<file path="src/rtl/pcm_fetch_pkg.sv">
// pcm_fetch_pkg: shared widths, FSM states, line record and byte helpers for the PCM fetch arbiter.
package pcm_fetch_pkg;
  localparam int ROM_ADDR_W = 18;
  localparam int ROM_LINE_W = 64;
  localparam int OFS_W = 3;
  localparam int TAG_W = ROM_ADDR_W - OFS_W;
  typedef enum logic [1:0] {IDLE, REQ, WAIT} fsm_t;
  typedef struct packed {
    logic valid;
    logic [TAG_W-1:0] tag;
    logic [ROM_LINE_W-1:0] data;
  } line_t;
  function automatic logic [7:0] byte_sel(input logic [ROM_LINE_W-1:0] line, input logic [OFS_W-1:0] ofs);
    return line[{ofs, 3'b000} +: 8];
  endfunction
  function automatic logic [15:0] sat_add(input logic [15:0] c, input logic [1:0] n);
    logic [16:0] s;
    s = {1'b0, c} + 17'(n);
    return s[16] ? 16'hFFFF : s[15:0];
  endfunction
endpackage

</file>
<file path="src/rtl/pcm_line_buf.sv">
// pcm_line_buf: one-line tag/valid/data store with hit compare and byte select.
module pcm_line_buf
  import pcm_fetch_pkg::*;
(
  input  logic                  clk_sys,
  input  logic                  reset_n,
  input  logic                  flush,
  input  logic                  load,
  input  logic [TAG_W-1:0]      load_tag,
  input  logic [ROM_LINE_W-1:0] load_data,
  input  logic [TAG_W-1:0]      tag,
  input  logic [OFS_W-1:0]      ofs,
  output logic                  hit,
  output logic [7:0]            rd_byte
);
  line_t line;
  // flush beats a coincident load: the line data is kept but marked invalid
  always_ff @(posedge clk_sys or negedge reset_n) begin
    if (!reset_n) line <= '0;
    else begin
      line.valid <= ~flush & (load | line.valid);
      if (load) begin
        line.tag  <= load_tag;
        line.data <= load_data;
      end
    end
  end
  assign hit = line.valid & ~flush & (line.tag == tag);
  assign rd_byte = byte_sel(line.data, ofs);
endmodule

</file>
<file path="src/rtl/pcm_fetch_arb.sv">
// pcm_fetch_arb: two PCM voices share one 64-bit DDRAM read channel via per-voice line buffers.
// Define PCM_FETCH_STATS_EN to add saturating hit_cnt/miss_cnt outputs.
module pcm_fetch_arb
  import pcm_fetch_pkg::*;
#(
  parameter int ADDR_W = ROM_ADDR_W,
  parameter int LINE_W = ROM_LINE_W
) (
  input  logic              clk_sys,
  input  logic              reset_n,
  input  logic              flush,
  input  logic [ADDR_W-1:0] r0_addr,
  input  logic              r0_rd,
  output logic [7:0]        r0_data,
  output logic              r0_rdy,
  input  logic [ADDR_W-1:0] r1_addr,
  input  logic              r1_rd,
  output logic [7:0]        r1_data,
  output logic              r1_rdy,
  output logic [ADDR_W-1:0] mem_addr,
  output logic              mem_req,
  input  logic              mem_ack,
  input  logic [LINE_W-1:0] mem_data,
  output logic              busy
`ifdef PCM_FETCH_STATS_EN
  ,
  output logic [15:0]       hit_cnt,
  output logic [15:0]       miss_cnt
`endif
);
  logic [ADDR_W-1:0] addr [2];
  logic [ADDR_W-1:0] addr_q [2];
  logic [7:0] hit_byte [2];
  logic [7:0] data_q [2];
  logic [1:0] rd, pend, hit, accept, fill, rdy;
  fsm_t state;
  logic gnt, rr, pick;
  assign addr[0] = r0_addr;
  assign addr[1] = r1_addr;
  assign rd = {r1_rd, r0_rd};
  assign accept = rd & ~pend;
  assign {r1_rdy, r0_rdy} = rdy;
  assign r0_data = data_q[0];
  assign r1_data = data_q[1];
  assign busy = |pend | (state != IDLE);
  always_comb pick = &pend ? rr : pend[1];
  for (genvar v = 0; v < 2; v++) begin : g_voice
    // the granted voice always matches itself; the other joins the fill when waiting on the same line
    assign fill[v] = (state == WAIT) & mem_ack & pend[v]
                   & (addr_q[v][ADDR_W-1:OFS_W] == addr_q[gnt][ADDR_W-1:OFS_W]);
    pcm_line_buf u_buf (
      .clk_sys   (clk_sys),
      .reset_n   (reset_n),
      .flush     (flush),
      .load      (fill[v]),
      .load_tag  (addr_q[v][ADDR_W-1:OFS_W]),
      .load_data (mem_data),
      .tag       (addr[v][ADDR_W-1:OFS_W]),
      .ofs       (addr[v][OFS_W-1:0]),
      .hit       (hit[v]),
      .rd_byte   (hit_byte[v])
    );
  end
  always_ff @(posedge clk_sys or negedge reset_n) begin
    if (!reset_n) begin
      pend     <= '0;
      rdy      <= '0;
      addr_q   <= '{default: '0};
      data_q   <= '{default: '0};
      state    <= IDLE;
      gnt      <= 1'b0;
      rr       <= 1'b0;
      mem_req  <= 1'b0;
      mem_addr <= '0;
    end else begin
      for (int i = 0; i < 2; i++) begin
        pend[i] <= fill[i] ? 1'b0 : pend[i] | (accept[i] & ~hit[i]);
        if (accept[i] & ~hit[i]) addr_q[i] <= addr[i];
        rdy[i] <= fill[i] | (accept[i] & hit[i]);
        if (fill[i]) data_q[i] <= byte_sel(mem_data, addr_q[i][OFS_W-1:0]);
        else if (accept[i] & hit[i]) data_q[i] <= hit_byte[i];
      end
      case (state)
        IDLE: if (|pend) begin
          gnt      <= pick;
          mem_addr <= {addr_q[pick][ADDR_W-1:OFS_W], {OFS_W{1'b0}}};
          mem_req  <= 1'b1;
          state    <= REQ;
        end
        REQ: state <= WAIT;
        WAIT: if (mem_ack) begin
          mem_req <= 1'b0;
          rr      <= ~gnt;
          state   <= IDLE;
        end
        default: state <= IDLE;
      endcase
    end
  end
`ifdef PCM_FETCH_STATS_EN
  always_ff @(posedge clk_sys or negedge reset_n) begin
    if (!reset_n) begin
      hit_cnt  <= '0;
      miss_cnt <= '0;
    end else if (flush) begin
      hit_cnt  <= '0;
      miss_cnt <= '0;
    end else begin
      hit_cnt  <= sat_add(hit_cnt, 2'(accept[0] & hit[0]) + 2'(accept[1] & hit[1]));
      miss_cnt <= sat_add(miss_cnt, 2'(accept[0] & ~hit[0]) + 2'(accept[1] & ~hit[1]));
    end
  end
`endif
endmodule

</file>
<file path="config.mk">
export PLATFORM = sky130hd
export DESIGN_NAME = pcm_fetch_arb
export DESIGN_NICKNAME = d
export VERILOG_FILES = /design/src/rtl/pcm_fetch_pkg.sv /design/src/rtl/pcm_line_buf.sv /design/src/rtl/pcm_fetch_arb.sv
export SDC_FILE = /design/constraint.sdc
export NUM_CORES = 1
export LEC_CHECK = 0
export BUFFER_PORTS_ARGS = -buffer_cell sky130_fd_sc_hd__buf_2
export CAP_MARGIN = 20
export CORE_MARGIN = 4
export CORE_UTILIZATION = 45
export DETAILED_ROUTE_END_ITERATION = 6
export GPL_TIMING_DRIVEN = 0
export PLACE_DENSITY_LB_ADDON = 0.15
export SLEW_MARGIN = 10
export SYNTH_ARGS = -nofsm -noshare
export SYNTH_HDL_FRONTEND = slang
export SYNTH_SLANG_ARGS = --single-unit
export TNS_END_PERCENT = 1
</file>
<file path="constraint.sdc">
create_clock -name clk_sys -period 2.2 [get_ports clk_sys]
set_input_delay 0.22 -clock clk_sys [delete_from_list [all_inputs] [get_ports clk_sys]]
set_output_delay 0.22 -clock clk_sys [all_outputs]
set_load 0.1 [all_outputs]
</file>
# Yosys cells after proc, flatten, opt, wreduce, memory -nomap -nowiden
# Index checks and enable logic that the tools add are counted.
classes:
  order_cmp: 2
  n_bitwise: 30
  mux: 19
  n_reduce_logical: 11
  eq_ne: 8
  shift: 4
ops:
  columns: ["op", "count"]
  rows:
  - ["64-bit by 7-bit variable part select with 8-bit output", 4]
  - ["18-bit 2-to-1 mux", 6]
  - ["15-bit equality test", 4]
  - ["8-bit 2-to-1 mux", 4]
  - ["1-bit AND", 15]
  - ["2-bit AND reduction", 4]
  - ["2-bit nonzero test", 4]
  - ["1-bit bitwise OR", 7]
  - ["2-bit case mux with 3 select lines", 1]
  - ["1-bit 2-to-1 mux", 5]
  - ["2-bit >= comparator (second input constant)", 2]
  - ["2-bit 2-to-1 mux", 2]
  - ["2-bit inequality test (second input constant)", 2]
  - ["1-bit NOT", 4]
  - ["1-bit NOT with 2-bit output", 2]
  - ["3-bit AND reduction", 1]
  - ["2-bit AND", 1]
  - ["2-bit by 1-bit equality test with 1-bit output (second input constant)", 1]
  - ["2-bit equality test (second input constant)", 1]
  - ["2-bit logical NOT", 1]
  - ["2-bit NOT", 1]
  - ["1-bit case mux with 2 select lines", 1]
  - ["2-bit OR reduction", 1]
word_totals:
  wordCells: 91
  in_bits: 106
  output_inout_bits: 38
  reg_bits: 236

# Longest topological paths before layout
# Gate-level depths: netlist of run 1.
depth:
  depth_word: 8
  ltp_mapped: 8
  ltp_nobuf: 6

# Hierarchy
# Synthesis of run 1 repeated with hierarchy kept, for this count alone.
unflattened:
  hier_cells: 750
  hier_area_um2: 11594.9
by_module_without_submodules:
  columns: ["mod", "seq_area_each_um2", "cells_per_inst", "area_per_inst_um2", "instances"]
  rows:
  - ["pcm_line_buf", 2001.9, 220, 3666.0, 2]
  - ["pcm_fetch_arb", 1901.8, 310, 4262.8, 1]

# Worst setup path before layout of run 1
# No wires, ideal clock.
synth_timing:
  path_type: "reg-to-reg"
  start: "register addr_q[31] (netlist name)"
  end: "register g_voice[1].u_buf.line[1] (netlist name)"
  setup_time_ps: 125
  path_slack_ps: -143
  arrival_ps: 2218
  n_path_buf: 1
  required_ps: 2075
  period_less_slack_ps: 2343
  path_stages_with_launch: 8
  cell_sequence: "dfrtp_1 xnor2_1 o221ai_1 nor4_1 a31oi_1 nor3_2 buf_4 mux2_2"
synth_via:
  elab_chain_len: 5
synth_rtl:
  columns: ["item", "line_no", "text"]
  rows:
  - ["from (decl)", "pcm_fetch_arb.sv:32", "logic [ADDR_W-1:0] addr_q [2];"]
  - ["from (signal, indexed assignment)", "pcm_fetch_arb.sv:78", "if (accept[i] & ~hit[i]) addr_q[i] <= addr[i];"]
  - ["18-bit 2-to-1 mux (not written as such) (3 in series)", "pcm_fetch_arb.sv:50", "& (addr_q[v][ADDR_W-1:OFS_W] == addr_q[gnt][ADDR_W-1:OFS_W]);"]
  - ["15-bit equality test", "pcm_fetch_arb.sv:50", null]
  - ["1-bit AND", "pcm_fetch_arb.sv:50", null]
  - ["to (decl)", "pcm_line_buf.sv:16", "line_t line;"]
# Every way passes these cells. The select of a mux whose other input is x is not followed.
# A chain may end at the register's enable or synchronous reset.

# Worst setup path after layout of run 1
layout_timing:
  start: "register addr_q[13] (netlist name)"
  end: "register g_voice[0].u_buf.line[58] (netlist name)"
layout_via:
  elab_chain_len: 5
layout_rtl:
  columns: ["item", "line_no"]
  rows:
  - ["18-bit 2-to-1 mux (not written as such) (3 in series)", "pcm_fetch_arb.sv:50"]
  - ["15-bit equality test", "pcm_fetch_arb.sv:50"]
  - ["1-bit AND", "pcm_fetch_arb.sv:50"]
  - ["to (decl)", "pcm_line_buf.sv:16"]
# Every way passes these cells. The select of a mux whose other input is x is not followed.

==> flow_metrics.tcl, run 1 <==
set metrics [dict create \
    status "complete, but fails checks" \
    violations "setup timing" \
    critPathKind "flop to flop" \
    clock_sinks 236 \
    die_area_um2 28000 \
    fin_crit_sh_pct 112 \
    hpwlAfterDp_mm 22.8 \
    startpoint_type "flop" \
    synth_common_cells "dfrtp_1 (236), mux2_2 (181), mux4_2 (64)" \
    cp_slowest_cell "or4_4" \
    start_util_pct 45.6 \
    grt_max_degree 105 \
    synth_ff_type "dfrtp_1" \
    slew_headroom_pct 40.6 \
    antenna_found_initial 0 \
    rr_worst_depth 7 \
    wirelength_mm 33.5 \
    vdd_ir_drop_max_uv 1350 \
    viasPerCell 5.64 \
    cts_max_path_buffers 3 \
    slew_viol_final 0 \
    synthArstFlopShare_pct 100 \
    clock_latency_ns 0.54 \
    rsz0062_at_grt "true" \
    seq_area_frac_synth_pct 51.6 \
    netlist_instances 809 \
    holdCritPathClass "primary input to flop" \
    htree_levels 1 \
    drt_iter0_markers 529 \
    placementRows 58 \
    worst_pin_slew_ns 0.891 \
    setup_ws_ns -0.273 \
    portBuffers 134 \
    min-delay-start "mem_ack" \
    cts_buffers 27 \
    dr_total_vias 8055 \
    period_minus_slack_ns 2.47 \
    drive_gt1_share_pct 44.5 \
    synth-seq-cells 236 \
    die_width_um 167 \
    post_synth_main_area_contributors "dfrtp_1 (52%), mux2_2 (18%), mux4_2 (13%)" \
    grt_pass1_wl_mm 51.6 \
    grt_pass1_vias 8458 \
    grt_remaining_overflow 0 \
    detail-route-antenna-nets 0 \
    critPathMaxFanout 10 \
    yosys_warnings 0 \
    hold_viol 0 \
    synth.largest_area_cell "dfrtp_1" \
    critPathArrivalTime_ns 2.88 \
    r2r-start "addr_q[13]$_DFFE_PN0P_" \
    dpl_cell_area_um2 12600 \
    cp_cell_sequence "xnor2_2 > o221ai_2 > or4_4 > o31ai_4 > nand2_4 > buf_2 > mux2_2" \
    critPathMaxStageDelay_ns 0.53 \
    critical_path_buf_inv_count 1 \
    gp_congestion 0.826 \
    timing.fmax_mhz 404 \
    holdPathStages 3 \
    drc 0 \
    cap_viol_max_count 0 \
    synth_cell_type_count 49 \
    finalClockSkew_ns 0.0225 \
    synth-edff-count 0 \
    crit_cells 7 \
    fin_util_pct 59.0 \
    nNetsFinal 1184 \
    critPathLaunch "addr_q[13]$_DFFE_PN0P_" \
    crit_family "simple AND/OR/NAND/NOR gates" \
    synth.most_common_cell "dfrtp_1" \
    io_pins 144 \
    leakage_nw 6.52 \
    coreArea_um2 25100 \
    syn2layout_area_growth_pct 29.5 \
    post_drt_wl_per_cell_um 23.5 \
    endpoint_kind "flop" \
    stdcell_area_um2 14800 \
    avgSynthCellArea_um2 14.1 \
    path_clk_slew_ns 0.06 \
    cts_tree "done" \
    powerDensity_nw_per_um2 1480 \
    setup_viol_count_final 168 \
    cts_root_buffer "clkbuf_16" \
    first_pass_iters 5 \
    crit_required_ns 2.60 \
    dieHeight_um 167 \
    yosysTopAreaCellShare_pct 51.6 \
    grt.total_usage_pct 23.9 \
    netlist_area_um2 11400 \
    num_antenna_cells 0 \
]
worst paths after layout:
check	to	slack, ns
setup / recovery	g_voice[0].u_buf.line[58]$_DFFE_PN0N_	-0.27
hold / removal	state[1]$_DFFE_PN0P_	0.02
setup reg to reg	g_voice[0].u_buf.line[58]$_DFFE_PN0N_	-0.27
hold reg to reg	g_voice[1].u_buf.line[63]$_DFFE_PN0N_	0.48
max in group asynchronous	addr_q[0]$_DFFE_PN0P_	0.75
min in group asynchronous	g_voice[0].u_buf.line[74]$_DFFE_PN0N_	0.20
per-stage QoR:
step / worst slack (ns) / setup TNS, ns / total power, mW / instances / hold WS (ns)
2_1_floorplan: -0.0223 / -0.0670 / 14.6 / 811 / -0.0756
3_3_place_gp: -3.48 / -910.04 / 16.9 / 1275 / 0.462
3_5_place_dp: -0.615 / -88.44 / 17.1 / 1279 / 0.170
4_1_cts: -0.348 / -49.67 / 21.8 / 1423 / 0.0123
5_1_grt: -0.322 / -39.16 / 23.1 / 1427 / 0.0320
6_report: -0.273 / -29.63 / 22.0 / 1427 / 0.0202
where the power goes:
group          internal [mW]  leakage (nW)  switching, mW  total, mW
Combinational           4.21          3.17           5.61       9.81
Sequential              6.40          2.93           1.42       7.82
Clock                   2.57         0.420           1.77       4.34
Total                   13.2          6.52           8.80       22.0
cells in the final DEF (no fill, tap or decap), types with 6 or more instances in the layout:
master,count
dfrtp_1,231
mux2_2,151
buf_2,142
dlygate4sd3_1,96
mux4_2,64
nor2_1,32
xnor2_1,31
mux2_4,31
clkbuf_16,27
o21ai_0,26
mux2i_1,25
a21oi_1,24
nand2_1,22
clkbuf_1,21
inv_1,16
a221o_1,16
buf_4,12
nand4_1,8
nor3_1,8
nor4_1,8
mux2_1,7
clkbuf_2,6
buf_12,6
buf_1,6
clkbuf_8,6
final cells by class:
class                           instances  area, µm²
Tap cell                              330        413
Inverter                               18       67.6
Clock buffer                           41        788
Clock inverter                          7       66.3
Fill cell                            2048      10300
Sequential cell                       236       5910
Timing Repair Buffer                  242       1790
Buffer                                 50        358
Multi-Input combinational cell        503       5420
kinds of logic (layout without fill, tap and decap cells):
| logic type | Yosys count | in the layout | synth area share (%) |
|---|---|---|---|
| flip-flops | 236 | 236 | 51.6 |
| XOR/XNOR | 33 | 33 | 2.53 |
| buffers and inverters | 72 | 358 | 2.96 |
| AND/OR/NAND/NOR | 100 | 100 | 4.33 |
| multiplexers | 278 | 278 | 33.4 |
| other | 1 | 3 | 0.0328 |
| AO/OA/AOI/OAI | 89 | 89 | 5.14 |
tightest hold or removal path, delay by kind of cell:
kind                   cells  cell delay, ns
buffers and inverters      1            0.10
multiplexers               1            0.07
AND/OR/NAND/NOR            1            0.10
registers in the layout (all words and copies together) (netlist names):
signal,cells
addr_q,36
g_voice.u_buf.line,160
gnt,1
mem_addr,15
mem_req,1
pend,2
r0_data,8
r1_data,8
rdy,2
rr,1
state,2
layer usage:
layer | up-vias | track usage (%) | share of wire, %
li1 | 3573 | - | -
met1 | 4177 | 33.0 | 43
met2 | 249 | 40.0 | 49
met3 | 56 | 3.21 | 4.8
met4 | 0 | 7.02 | 3.3
met5 | - | 0 | 0
repair_timing:
item / CTS / global route
endpoints found under the hold margin: 213 / 0
pin swaps: 5 / 6
setup buffers: 4 / 3
setup endpoints to repair: 205 / 204
hold buffers: 96 / 0
gates resized for setup: 24 / 66
Note: power is estimated with default switching activity, not from simulation.
==> run 2: changes to the inputs <==
SYNTH_HIERARCHICAL = 1   (was not set)
==> run 2 against run 1 <==
The run still ends with setup timing left; hold slack worse by 0.0098 ns; critical path depth up 2; utilization up 4.2 points.
==> flow_metrics.tcl, run 2 <==
set metrics [dict create \
    rr_worst_depth 9 \
    synth.largest_area_cell "dfrtp_1" \
    grt_pass1_vias 8066 \
    first_pass_iters 4 \
    cts_root_buffer "clkbuf_16" \
    placementRows 58 \
    r2r-start "addr_q[12]$_DFFE_PN0P_" \
    coreArea_um2 25300 \
    crit_required_ns 2.61 \
    netlist_area_um2 11600 \
    post_synth_main_area_contributors "dfrtp_1 (51%), mux2_2 (20%), mux4_1 (7.3%)" \
    antenna_found_initial 1 \
    cts_max_path_buffers 3 \
    path_clk_slew_ns 0.06 \
    drive_gt1_share_pct 46.6 \
    crit_family "simple AND/OR/NAND/NOR gates" \
    critPathKind "flop to flop" \
    worst_pin_slew_ns 1.06 \
    dieHeight_um 169 \
    dpl_cell_area_um2 12800 \
    start_util_pct 45.9 \
    nNetsFinal 1144 \
    syn2layout_area_growth_pct 37.6 \
    avgSynthCellArea_um2 15.5 \
    critPathMaxStageDelay_ns 0.43 \
    busiest_layer "met2" \
    rsz0062_at_grt "true" \
    hold_viol 0 \
    critPathArrivalTime_ns 2.88 \
    grtUsageMet1_pct 33.2 \
    violations "setup timing" \
    cap_viol_max_count 0 \
    synth_cell_type_count 35 \
    dp.cells 1224 \
    drt_iter0_markers 631 \
    synthArstFlopShare_pct 100 \
    netlist_instances 750 \
    grt_use_met2_pct 37.9 \
    cts_buffers 26 \
    status "complete, but fails checks" \
    min-delay-start "mem_data[61]" \
    detail-route-antenna-nets 0 \
    post_drt_wl_per_cell_um 25.8 \
    r2r_end "g_voice[1].u_buf/line[72]$_DFFE_PN0P_" \
    synth_common_cells "dfrtp_1 (236), mux2_2 (211), mux2i_1 (63)" \
    gp_congestion 0.784 \
    cts_tree "done" \
    biggestRegsByFlops "g_voice.u_buf/line: 160 flops, addr_q: 36 flops, mem_addr: 15 flops" \
    clock_latency_ns 0.53 \
    leakage_nw 7.30 \
    whs_endpoint "g_voice[0].u_buf/line[61]$_DFFE_PN0P_" \
    powerDensity_nw_per_um2 1460 \
    htree_levels 1 \
    die_width_um 169 \
    largest_reg_flops 160 \
    timing.fmax_mhz 405 \
    yosysTopAreaCellShare_pct 50.9 \
    drc 0 \
    holdPathStages 2 \
    stdcell_area_um2 16000 \
    critPathMaxFanout 5 \
    critical_path_buf_inv_count 3 \
    slew_headroom_pct 29.1 \
    stdcell_count 1388 \
    portBuffers 140 \
    die_area_um2 28400 \
    startpoint_type "flop" \
    synth-seq-cells 236 \
    holdCritPathClass "primary input to flop" \
    yosys_warnings 6 \
    synth_ff_type "dfrtp_1" \
    fin_crit_sh_pct 112 \
    layout_commonest_cell "dfrtp_1" \
    seq_area_frac_synth_pct 50.9 \
    period_minus_slack_ns 2.47 \
    clock_sinks 236 \
    cp_slowest_cell "dfrtp_1" \
    wirelength_mm 35.8 \
    fin_tns_setup_ns -35.17 \
    setup_ws_ns -0.272 \
    grt_pass1_wl_mm 50.6 \
    synth.most_common_cell "dfrtp_1" \
    viasPerCell 5.65 \
    hpwlAfterDp_mm 21.8 \
    grt_remaining_overflow 0 \
    io_pins 144 \
    endpoint_kind "flop" \
    slew_viol_final 0 \
    dr_total_vias 7839 \
    cp_cell_sequence "xor2_1 > nor4_1 > nand4_1 > nor3_4 > o21a_1 > buf_12 > buf_6 > clkbuf_16 > mux2_4" \
    r2r_slack_ns -0.27 \
    grt.total_usage_pct 23.5 \
    whs_ns 0.0104 \
    grt_use_met3_pct 3.99 \
    fin_util_pct 63.2 \
    setup_viol_count_final 173 \
    synth-edff-count 0 \
    finalClockSkew_ns 0.0150 \
    grt_max_degree 101 \
    vdd_ir_drop_max_uv 1850 \
    top_register "g_voice.u_buf/line" \
    final_cell_mix "dfrtp_1 (236), buf_2 (147), mux2_4 (140), dlygate4sd3_1 (96), mux2_2 (71)" \
]
## run 2: cell count changes after synthesis, sizes merged, moves of 14 or more
cell,change
a221o,-16
inv,-14
mux2,+22
mux2i,+38
nand2,-21
o21ai,-28
## run 2: metrics by stage
stage               power, mW  setup WS [ns]
global placement         16.9          -3.49
global route             24.4         -0.349
finish                   23.3         -0.272
detailed placement       17.1         -0.731
floorplan                14.8        -0.0462
CTS                      22.5         -0.321
## run 2: worst reg2reg max path, delay by kind of cell, from the launching register on
kind                      cells  cell delay (ns)
AOI/OAI and AO/OA             1             0.21
xor gates and xnor gates      1             0.18
buffers and inverters         3             0.48
DFF                           1             0.43
muxes                         1             0.30
and+or+nand+nor               3             0.75
## run 2: what timing repair did
item	4_1_cts	5_1_grt
pin swaps	4	6
endpoints found under the setup margin	195	192
buffers inserted	2	2
hold buffers	95	1
endpoints found under the hold margin	208	2
cloned	0	16
resized for setup	122	104
## run 2: report_power, final
part	total, mW	leakage (nW)	internal, mW	switching [mW]
Sequential	7.98	2.85	6.48	1.50
Clock	4.64	0.452	2.89	1.75
Combinational	10.7	3.99	5.28	5.45
Total	23.3	7.30	14.7	8.69
## run 2: layout make-up
class	count	area [µm²]
repair buffers	258	2130
inverters	4	22.5
multi-input cells	459	5930
fillers	1930	9300
clock inverters	4	95.1
plain buffers	53	632
diodes	1	2.50
clock buffers	43	826
well taps	330	413
flip-flops and latches	236	5910
## run 2: worst max path at each step
stage,from,to,slack [ns],cells after the start
after floorplan,addr_q[28]$_DFFE_PN0P_,g_voice[1].u_buf/line[0]$_DFFE_PN0P_,-0.05,9
after global placement,reset_n,g_voice[0].u_buf/line[4]$_DFFE_PN0P_,-3.49,1
after detailed placement,addr_q[30]$_DFFE_PN0P_,g_voice[1].u_buf/line[16]$_DFFE_PN0P_,-0.73,9
after CTS,addr_q[33]$_DFFE_PN0P_,g_voice[0].u_buf/line[42]$_DFFE_PN0P_,-0.32,10
after global routing,addr_q[12]$_DFFE_PN0P_,g_voice[1].u_buf/line[59]$_DFFE_PN0P_,-0.35,9
final,addr_q[12]$_DFFE_PN0P_,g_voice[1].u_buf/line[72]$_DFFE_PN0P_,-0.27,9
## run 2: routing by layer
layer	up-vias	routed length, µm
li1	3399	-
met1	4062	15300
met2	307	17300
met3	71	2050
met4	0	1070
met5	-	0
## run 2: logic make-up (layout without fill, tap and decap cells)
family | count (synthesis) | after routing | synth area share [%]
compound gates | 23 | 23 | 1.19
xor+xnor | 45 | 45 | 3.40
buf+inv | 57 | 362 | 2.86
flops | 236 | 236 | 50.9
mux | 338 | 338 | 39.4
other cells | 1 | 4 | 0.0323
simple gates | 50 | 50 | 2.19
